<file path="src/rtl/stream_sync_fifo.sv">
// Single-clock streaming FIFO with DEPTH-entry capacity (pointer wrap bit), FWFT or
// registered read port, occupancy count, almost flags, flush and high-watermark.
module stream_sync_fifo #(
    parameter int DATA_WIDTH = 32,
    parameter int DEPTH      = 16,
    parameter int FWFT       = 1,
    parameter int AF_THRESH  = 14,
    parameter int AE_THRESH  = 2,
    parameter int CNT_W      = $clog2(DEPTH) + 1
) (
    input  logic                  clk,
    input  logic                  rst_n,
    input  logic                  flush,
    input  logic [DATA_WIDTH-1:0] s_data,
    input  logic                  s_valid,
    output logic                  s_ready,
    output logic [DATA_WIDTH-1:0] m_data,
    output logic                  m_valid,
    input  logic                  m_ready,
    output logic [CNT_W-1:0]      count,
    output logic                  full,
    output logic                  empty,
    output logic                  almost_full,
    output logic                  almost_empty,
    output logic [CNT_W-1:0]      hwm,
    input  logic                  clr_hwm
);
    localparam int AW = $clog2(DEPTH);

    // Handshake: a word moves on the write side when s_valid && s_ready at a rising
    // edge; on the read side (FWFT) when m_valid && m_ready. In standard mode m_ready
    // is a read enable and the popped word appears registered one cycle later.

    logic [CNT_W-1:0]      wr_ptr;
    logic [CNT_W-1:0]      rd_ptr;
    logic [CNT_W-1:0]      count_q;
    logic [CNT_W-1:0]      hwm_q;
    logic [DATA_WIDTH-1:0] mem [DEPTH];
    logic                  push;
    logic                  pop;
    logic                  empty_i;
    logic                  full_i;

    assign empty_i = (wr_ptr == rd_ptr);
    assign full_i  = (wr_ptr[AW-1:0] == rd_ptr[AW-1:0]) && (wr_ptr[AW] != rd_ptr[AW]);

    // s_ready is held low while reset is applied so nothing is accepted then.
    assign s_ready      = rst_n && !full_i;
    assign push         = s_valid && s_ready;
    assign full         = full_i;
    assign empty        = empty_i;
    assign count        = count_q;
    assign hwm          = hwm_q;
    assign almost_full  = (count_q >= CNT_W'(AF_THRESH));
    assign almost_empty = (count_q <= CNT_W'(AE_THRESH));

    always_ff @(posedge clk) begin
        if (push && !flush) begin
            mem[wr_ptr[AW-1:0]] <= s_data;
        end
    end

    always_ff @(posedge clk) begin
        if (!rst_n || flush) begin
            wr_ptr  <= '0;
            rd_ptr  <= '0;
            count_q <= '0;
        end else begin
            if (push) wr_ptr <= wr_ptr + CNT_W'(1);
            if (pop)  rd_ptr <= rd_ptr + CNT_W'(1);
            count_q <= count_q + CNT_W'(push) - CNT_W'(pop);
        end
    end

    // Watermark follows the registered count, so it lags occupancy by one cycle.
    always_ff @(posedge clk) begin
        if (!rst_n || clr_hwm) begin
            hwm_q <= '0;
        end else if (count_q > hwm_q) begin
            hwm_q <= count_q;
        end
    end

    generate
        if (FWFT != 0) begin : g_fwft
            assign m_valid = !empty_i;
            assign m_data  = mem[rd_ptr[AW-1:0]];
            assign pop     = m_valid && m_ready;
        end else begin : g_std
            logic [DATA_WIDTH-1:0] m_data_q;
            logic                  m_valid_q;

            assign pop     = m_ready && !empty_i;
            assign m_data  = m_data_q;
            assign m_valid = m_valid_q;

            always_ff @(posedge clk) begin
                if (!rst_n) begin
                    m_data_q  <= '0;
                    m_valid_q <= 1'b0;
                end else if (flush) begin
                    m_valid_q <= 1'b0;
                end else begin
                    m_valid_q <= pop;
                    if (pop) m_data_q <= mem[rd_ptr[AW-1:0]];
                end
            end
        end
    endgenerate

endmodule

</file>
<file path="config.mk">
export PLATFORM = sky130hd
export DESIGN_NAME = stream_sync_fifo
export DESIGN_NICKNAME = d
export VERILOG_FILES = /design/src/rtl/stream_sync_fifo.sv
export SDC_FILE = /design/constraint.sdc
export NUM_CORES = 1
export LEC_CHECK = 0
export BUFFER_PORTS_ARGS = -buffer_cell sky130_fd_sc_hd__clkbuf_2
export CORE_AREA = 2 2 173 209
export DETAILED_ROUTE_END_ITERATION = 10
export DIE_AREA = 0 0 175 211
export MAX_ROUTING_LAYER = met4
export PLACE_DENSITY = 0.78
export SYNTH_ARGS = -nofsm -noshare
export SYNTH_HDL_FRONTEND = slang
export SYNTH_SLANG_ARGS = --single-unit
</file>
<file path="constraint.sdc">
create_clock -name clk -period 5.56 [get_ports clk]
set_clock_uncertainty 0.1 [all_clocks]
set_input_delay 0.278 -clock clk [delete_from_list [all_inputs] [get_ports clk]]
set_output_delay 0.278 -clock clk [all_outputs]
set_load 0.005 [all_outputs]
</file>
======== After elaboration in Yosys (flattened, before gate mapping) ========
Memories as Yosys holds them, arrays and structs flattened. A register that Yosys moved wholly into a read port is not among the register bits.
Cells that the tools add are included.
cells by class
  equality and inequality tests ........... 3
  $lt $le $gt $ge ......................... 3
  add/sub/neg operators ................... 4
  muxes and demuxes ....................... 4
  reduce and logical (&&, ||, !) cells .... 11
operators by type and width
  operator                                             number
  adder 5 x 1 -> 5 bit, second input constant          2
  two-way mux 4 bit                                    2
  adder 5 x 1 -> 5 bit                                 1
  == test 5 bit                                        1
  >= comparator 5 x 4 -> 1 bit, second input constant  1
  greater-than comparator 5 bit                        1
  <= comparator 5 x 2 -> 1 bit, second input constant  1
  logical AND 1 bit                                    5
  subtractor 5 x 1 -> 5 bit                            1
  == test 4 bit                                        1
  zero test 1 bit                                      4
  logical OR 1 bit                                     2
  two-way mux 1 bit                                    2
  != test 1 bit                                        1
storage, ports and cells
  logic and storage cells ................. 30
  register bits after elaboration ......... 20
  output and inout bits ................... 48
  memories kept ........................... 1
  input port bits ......................... 38
  memory bits (writable) .................. 512
memory list
  name  depth  width  rd ports  clocked after memory_dff  write ports  line  source
  mem   16     32     1         1                         1            38    logic [DATA_WIDTH-1:0] mem [DEPTH];

======== Logic depth before layout (Yosys ltp) ========
Gate-level depths: netlist of run 1.
  word-level depth ........................ 8
  mapped depth ............................ 14
  mapped depth without buffers ............ 12

======== Worst setup path before layout of run 1 ========
OpenSTA, ideal clock, no wires.
  path kind ............................... register to register
  start point ............................. register wr_ptr[3]
  end point ............................... memory mem[0][0], enable pin
  path buffers ............................ 1
  period minus slack after synthesis ...... 4.869 ns
  stages on the path, launching flop included .. 7
  arrival time ............................ 4.268 ns
  library setup time ...................... 0.501 ns
  data required time ...................... 4.959 ns
  setup slack ............................. 0.691 ns
  cell sequence ........................... dfxtp_1 buf_4 xor2_1 nor4_4 a21oi_4 clkinv_1 nor4_1
between the ends
  longest elaborated chain between the ends .. 8
RTL lines
  what                                     line  source
  from (decl)                              34    logic [CNT_W-1:0] wr_ptr;
  from (signal assigned)                   69    if (push) wr_ptr <= wr_ptr + CNT_W'(1);
  == test 4 bit                            45    assign full_i = (wr_ptr[AW-1:0] == rd_ptr[AW-1:0]) && (wr_ptr[AW] != rd_ptr[AW]);
  logical AND 1 bit                        45
  zero test 1 bit                          48    assign s_ready = rst_n && !full_i;
  logical AND 1 bit                        48
  logical AND 1 bit                        49    assign push = s_valid && s_ready;
  logical AND 1 bit                        58    if (push && !flush) begin
  two-way mux 1 bit                        58
  two-way mux 1 bit (not written as such)  59    mem[wr_ptr[AW-1:0]] <= s_data;
  to (decl)                                38
Several ways; a longest one is shown, not always the timed one.

======== Worst setup path in the final report of run 1 ========
  start point ............................. register wr_ptr[3]
  end point ............................... register count_q[4], in the netlist count[4]
between the ends
  longest elaborated chain between the ends .. 7
  elaborated cells on any way between the ends .. 10
  those cells by class .................... 2 x add/sub; 2 x eq/ne; 6 x reduce/logical
RTL lines
  what                         line  source
  == test 4 bit                45
  logical AND 1 bit            45
  zero test 1 bit              48
  logical AND 1 bit            48
  logical AND 1 bit            49
  adder 5 x 1 -> 5 bit         71    count_q <= count_q + CNT_W'(push) - CNT_W'(pop);
  subtractor 5 x 1 -> 5 bit *  71
  to (signal assigned)         71
  to (decl)                    36    logic [CNT_W-1:0] count_q;
Mark *: on every way between the ends. The rest lies on a longest branch, timed or not.
A chain may end at the register's enable or synchronous reset.

==> out/summary.txt, run 1 <==
hold endpoint: mem[15][9]
final hold vios: 0
endpoints failing setup: 0
clock-pin slew on the worst setup and hold paths: 70 ps
Via Count: 9784
Hold Path Depth: 1
max-slew violation count: 0
compound-gate portion of the synthesized area: 1.273%
initial DRC count: 868
Reg2Reg Depth: 12
Net count, final: 1077
crit-path most repeated cell: ha_1
Tcrit/Tclk final: 71.10%
CTS H-Tree Depth: 2
synth unique cells: 45
Reg-to-Reg Start: wr_ptr[3]
GRT Residual Overflow: 0
crit-path max cell delay: 570 ps
area growth from synthesis to layout: 13.08%
synth cell count leaders: 512 x edfxtp_1, 110 x mux4_2, 50 x mux4_1
Final WS setup: 1607 ps
Synth top area share: 73.09%
vias in the first global route: 10183
Rel. slew slack: 18.66%
WS Path Type: reg2reg
Syn Std Cell Area: 0.02104 mm^2
first-pass GRT wire length: 64820 um
largest net degree at the start of global routing: 68
fmax: 0.2530 GHz
non-filler cells, final: 1521
row count: 75
Pleak: 0.007504 uW
asr flop ratio synth: 0%
Synth Area in XOR/XNOR: 0.2914%
Cells after Synth: 893
reg2reg end: count[4]
Clock Latency Late Sink: 550 ps
Post-synth top flop: edfxtp_1
most common cell in the netlist: edfxtp_1
ratio of cells with drive above 1 in the final layout: 30.53%
RSZ-0062 raised after global routing: no
largest cells by area after synthesis: edfxtp_1 73%, mux4_2 12%, mux4_1 6.2%
CTS max path bufs: 3
input/output buffers: 85
main combinational cell family by area after synthesis: multiplexers
DRC: 0
cell taking the most area after synthesis: edfxtp_1
# resized after CTS: 0
status: complete, no violations
gpl congestion: 0.7795
number of synthesized flops with an enable pin: 512
min-delay src: s_data[9]
DR WL/cell: 28.60 um
fin crit period: 3953 ps
final wirelength: 43500 um
Arrival @ worst endpoint: 4330 ps
CTS tree: done
R2R setup slack: 1610 ps
Syn Nets: 952
final hold slack: 25.09 ps
setup_tns: 0 ps
CP endpoint kind: register
CORE AREA: 0.03481 mm^2
CTS Buf Count: 51
Synthesis Warnings: 0
register area share after synthesis: 75.37%
critical path data required time: 5940 ps
initial antenna violation count: 1
CP Launch Type: register
Die Y: 211 um
post-route ant nets: 0
Starting Density: 60.42%
pre-CTS setup slack: 1663 ps
crit path cell chain: xor2_1, nor4_4, a21oi_4, clkinv_1, ha_1, inv_1, ha_1, fa_1, nor2b_1, o21a_1, or3_1, a21oi_1
Slew @ Worst Pin: 1220 ps
total power: 8037 uW
Pre-antenna DRT Iters: 5
syn avg cell area: 23.56 um^2
Via density: 6.433
register bit total from synthesis: 536
Crit-path slowest cell: dfxtp_1
fraction of the mapped netlist area in adder cells: 1.285%
CP max FO: 17
Total GRT Usage: 25.27%
Die Footprint: 0.03693 mm^2
Detailed Place HPWL: 21450 um
worst vdd ir: 197.1 uV
cell count after placement: 1424
Root Driver: clkbuf_16
worst hold path type: in2reg
Power Dens Cells: 337.8 mW/mm^2
post-synthesis simple-gate area fraction: 1.772%
Die Wd: 175 um
max cap viols: 0
Num Clock Sinks: 536
post-synthesis mux area share: 18.35%
# IOs: 86
[power by group]
part	leakage (uW)	total (uW)	switching [uW]	internal, uW
logic	0.00190	175	109	66.1
registers	0.00480	4440	8.27	4430
clock network	0.000804	3430	1440	1980
[flip-flops by register name, summed over array words and instances, names as in the netlist, named ones only]
| register | cells |
|---|---|
| rd_ptr | 5 |
| hwm | 5 |
| wr_ptr | 5 |
| mem | 512 |
| count | 5 |
[per-layer routing]
layer  part of all wire, %  wire length (um)  GRT usage, %
met2                    51             22320         40.60
met1                    38             16400         32.93
met5                     0                 0             -
met3                   7.4              3205         4.536
met4                   3.6              1578         9.626
[final cells by class]
type / instances / area (um^2)
inverter: 17 / 63.81
timing repair buffer: 113 / 693.2
sequential: 536 / 15870
antenna: 1 / 2.502
tap: 462 / 578.1
fill: 2051 / 11030
clock inverter: 35 / 354.1
clock buffer: 58 / 1313
multi-input combinational: 299 / 4918
[what timing repair did]
item	4_1_cts	5_1_grt
hold buffers	3	0
endpoints found under the hold margin	4	0
setup buffers	0	0
[layout by cell type (no fill, tap or decap), types with 7 or more instances in the layout]
cell / netlist / routed
edfxtp_1: 512 / 512
mux4_2: 110 / 110
clkbuf_2: 0 / 85
clkbuf_16: 0 / 51
mux4_1: 50 / 50
buf_4: 2 / 21
ha_1: 20 / 20
dfxtp_1: 24 / 20
nand2_1: 19 / 19
inv_1: 16 / 16
nor3_2: 0 / 12
a21oi_1: 11 / 11
nand2b_1: 10 / 10
clkinv_2: 0 / 10
clkinv_1: 1 / 8
nor2b_1: 7 / 7
mux2i_1: 7 / 7
[kinds of logic (layout without fill, tap and decap cells)]
logic type,count (synthesis),after routing
simple gates,68,68
buf+inv,58,223
other cells,0,1
flops,536,536
fa+ha+maj,21,21
xor+xnor,7,7
compound gates,36,36
mux,167,167
[how the worst max path moves through the flow]
stage / cells past startpoint / to / slack [ps] / start
2_1_floorplan: 6 / mem[0][0] / 690 / wr_ptr[3]
3_3_place_gp: 12 / count[4] / 1770 / wr_ptr[2]
3_5_place_dp: 12 / count[4] / 1660 / wr_ptr[3]
4_1_cts: 12 / count[4] / 1630 / wr_ptr[3]
5_1_grt: 12 / count[4] / 1360 / wr_ptr[3]
6_report: 12 / count[4] / 1610 / wr_ptr[3]
[through the flow]
stage | util (%) | area (um^2)
2_1_floorplan | - | 21040
3_3_place_gp | 63.45 | 22090
3_5_place_dp | 63.45 | 22090
4_1_cts | 68.32 | 23790
5_1_grt | 68.33 | 23790
6_report | 68.33 | 23790
[critical path, delay by kind of cell, from the launching register on]
kind / cells / cell delay [ps]
AND/OR/NAND/NOR: 3 / 600
buffers and inverters: 2 / 610
XOR/XNOR: 1 / 280
flip-flops: 1 / 570
AO/OA/AOI/OAI: 3 / 540
adder cells (fa/ha/maj): 3 / 1170
(Power assumes the default switching activity.)
==> run 2, diff against run 1 <==
ABC_AREA = 1   (was not set)
CORE_AREA = 2 2 180 217   (was 2 2 173 209)
DIE_AREA = 0 0 182 219   (was 0 0 175 211)
PLACE_DENSITY = 0.79   (was 0.78)
clock period = 3.7 ns   (was 5.56 ns; I/O delays follow)
==> run 2 against run 1 <==
Net effect:
- worst setup slack worse by 900 ps
- first-iteration DRC count up 59%
- routed wire length up 12%
- critical path type is now reg2out
- largest power group unchanged
==> out/summary.txt, run 2 <==
Synth top area share: 66.54% (-6.5 points)
R2R setup slack: 840 ps (-770 ps)
Die Footprint: 0.03986 mm^2 (+7.9%)
sw power: 2660 uW (+71%)
post-route ant nets: 0 (unchanged)
Die Wd: 182 um (+4.0%)
most common cell after layout, fill and taps aside: edfxtp_1
Die Y: 219 um (+3.8%)
CTS max path bufs: 3 (unchanged)
vias in the first global route: 14390 (+41%)
most common cell in the netlist: edfxtp_1
register area share after synthesis: 68.62% (-6.8 points)
met1 usage: 31.90% (-1.0 points)
CP endpoint kind: output pin
CORE AREA: 0.03767 mm^2 (+8.2%)
internal power: 9952 uW (+54%)
worst hold path type: in2reg
Tcrit/Tclk final: 80.98%
asr flop ratio synth: 0% (unchanged)
CTS Buf Count: 51 (unchanged)
Total GRT Usage: 25.47% (+0.20 points)
CP Launch Type: register
Net Sw Frac: 21.09% (+1.7 points)
number of synthesized flops with an enable pin: 512 (unchanged)
Final Cell Area: 0.02583 mm^2 (+8.6%)
share of power burned in registers: 53.3% (-1.9 points)
most frequent cells in the layout: 512 x edfxtp_1, 288 x inv_1, 213 x nand2_1
final hold vios: 0 (unchanged)
Crit-path slowest cell: dfxtp_4
# IOs: 86 (unchanged)
Via density: 5.798 (-9.9%)
DR WL/cell: 19.76 um (-31%)
fin crit period: 2996 ps
ANT cells: 0 (-1)
Area after DPL: 0.02382 mm^2 (+7.8%)
Cells after Synth: 1853 (+110%)
ratio of cells with drive above 1 in the final layout: 17.57% (-13 points)
max-slew violation count: 0 (unchanged)
power share of the clock group: 40.8% (-1.8 points)
largest net degree at the start of global routing: 132 (+94%)
Detailed Place HPWL: 27540 um (+28%)
hold endpoint: wr_ptr[4]
setup_tns: 0 ps (unchanged)
cell taking the most area after synthesis: edfxtp_1
Num Clock Sinks: 536 (unchanged)
grt met2 use: 43.13% (+2.5 points)
reg2reg end: count[4]
max reg flops: 512 (unchanged)
combinational share of power: 5.9% (+3.7 points)
crit path cell chain: buf_12, nand2_1, o211ai_1, nand3_1, nand3_1, nand2_1, clkbuf_2
Net count, final: 2011 (+87%)
syn avg cell area: 12.47 um^2 (-47%)
CP max FO: 131 (+114)
input/output buffers: 85 (unchanged)
Root Driver: clkbuf_16
status: complete, no violations
total power: 12610 uW (+57%)
final hold slack: 27.41 ps (+2.320 ps)
crit-path max cell delay: 710 ps (+140 ps)
endpoints failing setup: 0 (unchanged)
Pre-antenna DRT Iters: 5 (unchanged)
WS Path Type: reg2out
Reg2Reg Depth: 15 (+3)
gpl congestion: 0.8059 (+3.4%)
CTS H-Tree Depth: 2 (unchanged)
synth unique cells: 36 (-20%)
fmax: 0.3338 GHz
largest cells by area after synthesis: edfxtp_1 67%, a21oi_2 4.8%, inv_1 4.7%
Post-synth top flop: edfxtp_1
synth cell count leaders: 512 x edfxtp_1, 289 x inv_1, 213 x nand2_1
Syn Std Cell Area: 0.02311 mm^2 (+9.8%)
CTS tree: done
initial DRC count: 1376 (+59%)
register bit total from synthesis: 536 (unchanged)
initial antenna violation count: 0 (-1)
Via Count: 14333 (+46%)
RSZ-0062 raised after global routing: no
GRT busiest layer: met2
Reg-to-Reg Start: wr_ptr[0]
DRC: 0 (unchanged)
worst vdd ir: 466.5 uV (+140%)
Power Dens Cells: 488.3 mW/mm^2 (+45%)
Starting Density: 61.34% (+0.92 points)
Hold Path Depth: 4 (+3)
final wirelength: 48840 um (+12%)
GRT Residual Overflow: 0 (unchanged)
min-delay src: rst_n
Rel. slew slack: 23.38% (+4.7 points)
max cap viols: 0 (unchanged)
row count: 78 (+4.0%)
Slew @ Worst Pin: 1148 ps (-72.46 ps)
Syn Nets: 1912 (+100%)
first-pass GRT wire length: 76460 um (+18%)
Arrival @ worst endpoint: 2710 ps (-1620 ps)
Pleak: 0.009184 uW (+22%)
area growth from synthesis to layout: 11.78%
clock-pin slew on the worst setup and hold paths: 60 ps (about the same)
critical path data required time: 3410 ps (-2530 ps)
met3 usage: 3.336% (-1.2 points)
Clock Latency Late Sink: 570 ps (+20 ps)
Synthesis Warnings: 0 (unchanged)
-- run 2: cell count changes after synthesis, sizes merged, moves of 127 or more --
| cell | delta |
|---|---|
| inv | +278 |
| o211ai | +129 |
| nand2 | +198 |
| o21ai | +127 |
| nand3 | +208 |
| mux4 | -160 |
-- run 2: cells by family (layout without fill, tap and decap cells) --
group           Yosys count  after routing  synth area share (%)
simple gates            483            483                 9.638
fa+ha+maj                21             21                 1.170
compound gates          402            402                 12.19
flops                   536            536                 68.62
buf+inv                 407            546                 8.236
xor+xnor                  4              4                0.1516
-- run 2: layout make-up --
class	instances	area, um^2
Multi-Input combinational cell	910	5394
Fill cell	2541	11840
Sequential cell	536	15870
Timing Repair Buffer	155	1204
Clock buffer	67	1358
Inverter	298	1119
Tap cell	480	600.6
Clock inverter	26	289.0
-- run 2: metal layers --
layer | wire length [um] | vias up
li1 | - | 6710
met1 | 19400 | 6960
met3 | 3178 | 123
met5 | 0 | -
met4 | 1586 | 0
met2 | 24680 | 540
-- run 2: repair_timing --
| item | 4_1_cts | 5_1_grt |
|---|---|---|
| hold buffers | 36 | 0 |
| endpoints found under the setup margin | 0 | 0 |
| hold endpoints to repair | 534 | 0 |
| gates resized for setup | 0 | 0 |
| setup buffers | 0 | 0 |
-- run 2: worst max-delay path by stage --
stage,startpoint,to,slack (ps),cells after the start
after global placement,wr_ptr[0],count[4],870,15
final,register,m_data[24],700,7
after global routing,register,m_data[24],570,7
after CTS,register,m_data[8],700,6
after floorplan,wr_ptr[0],mem[11][0],830,8
after detailed placement,wr_ptr[0],count[4],830,15
-- run 2: through the flow --
stage / util, % / setup slack [ps] / cells
3_5_place_dp: 63.24 / 833.3 / 2343
6_report: 68.56 / 703.9 / 2472
5_1_grt: 68.56 / 574.1 / 2472
2_1_floorplan: - / 830.4 / 1853
4_1_cts: 68.56 / 696.9 / 2472
3_3_place_gp: 63.24 / 869.2 / 2343
-- run 2: critical path, delay by kind of cell, from the launching register on --
| kind | cells | cell delay (ps) |
|---|---|---|
| buffers and inverters | 2 | 610 |
| and+or+nand+nor | 4 | 530 |
| AOI/OAI and AO/OA | 1 | 130 |
| DFF | 1 | 710 |
-- run 2: power by group through the flow --
stage | clock [uW] | combinational [uW] | sequential (uW)
finish | 5140 | 747 | 6720
floorplan | 0 | 483 | 6840
global route | 5430 | 846 | 6720
detailed placement | 0 | 714 | 6850
CTS | 5200 | 749 | 6720
global placement | 0 | 687 | 6850
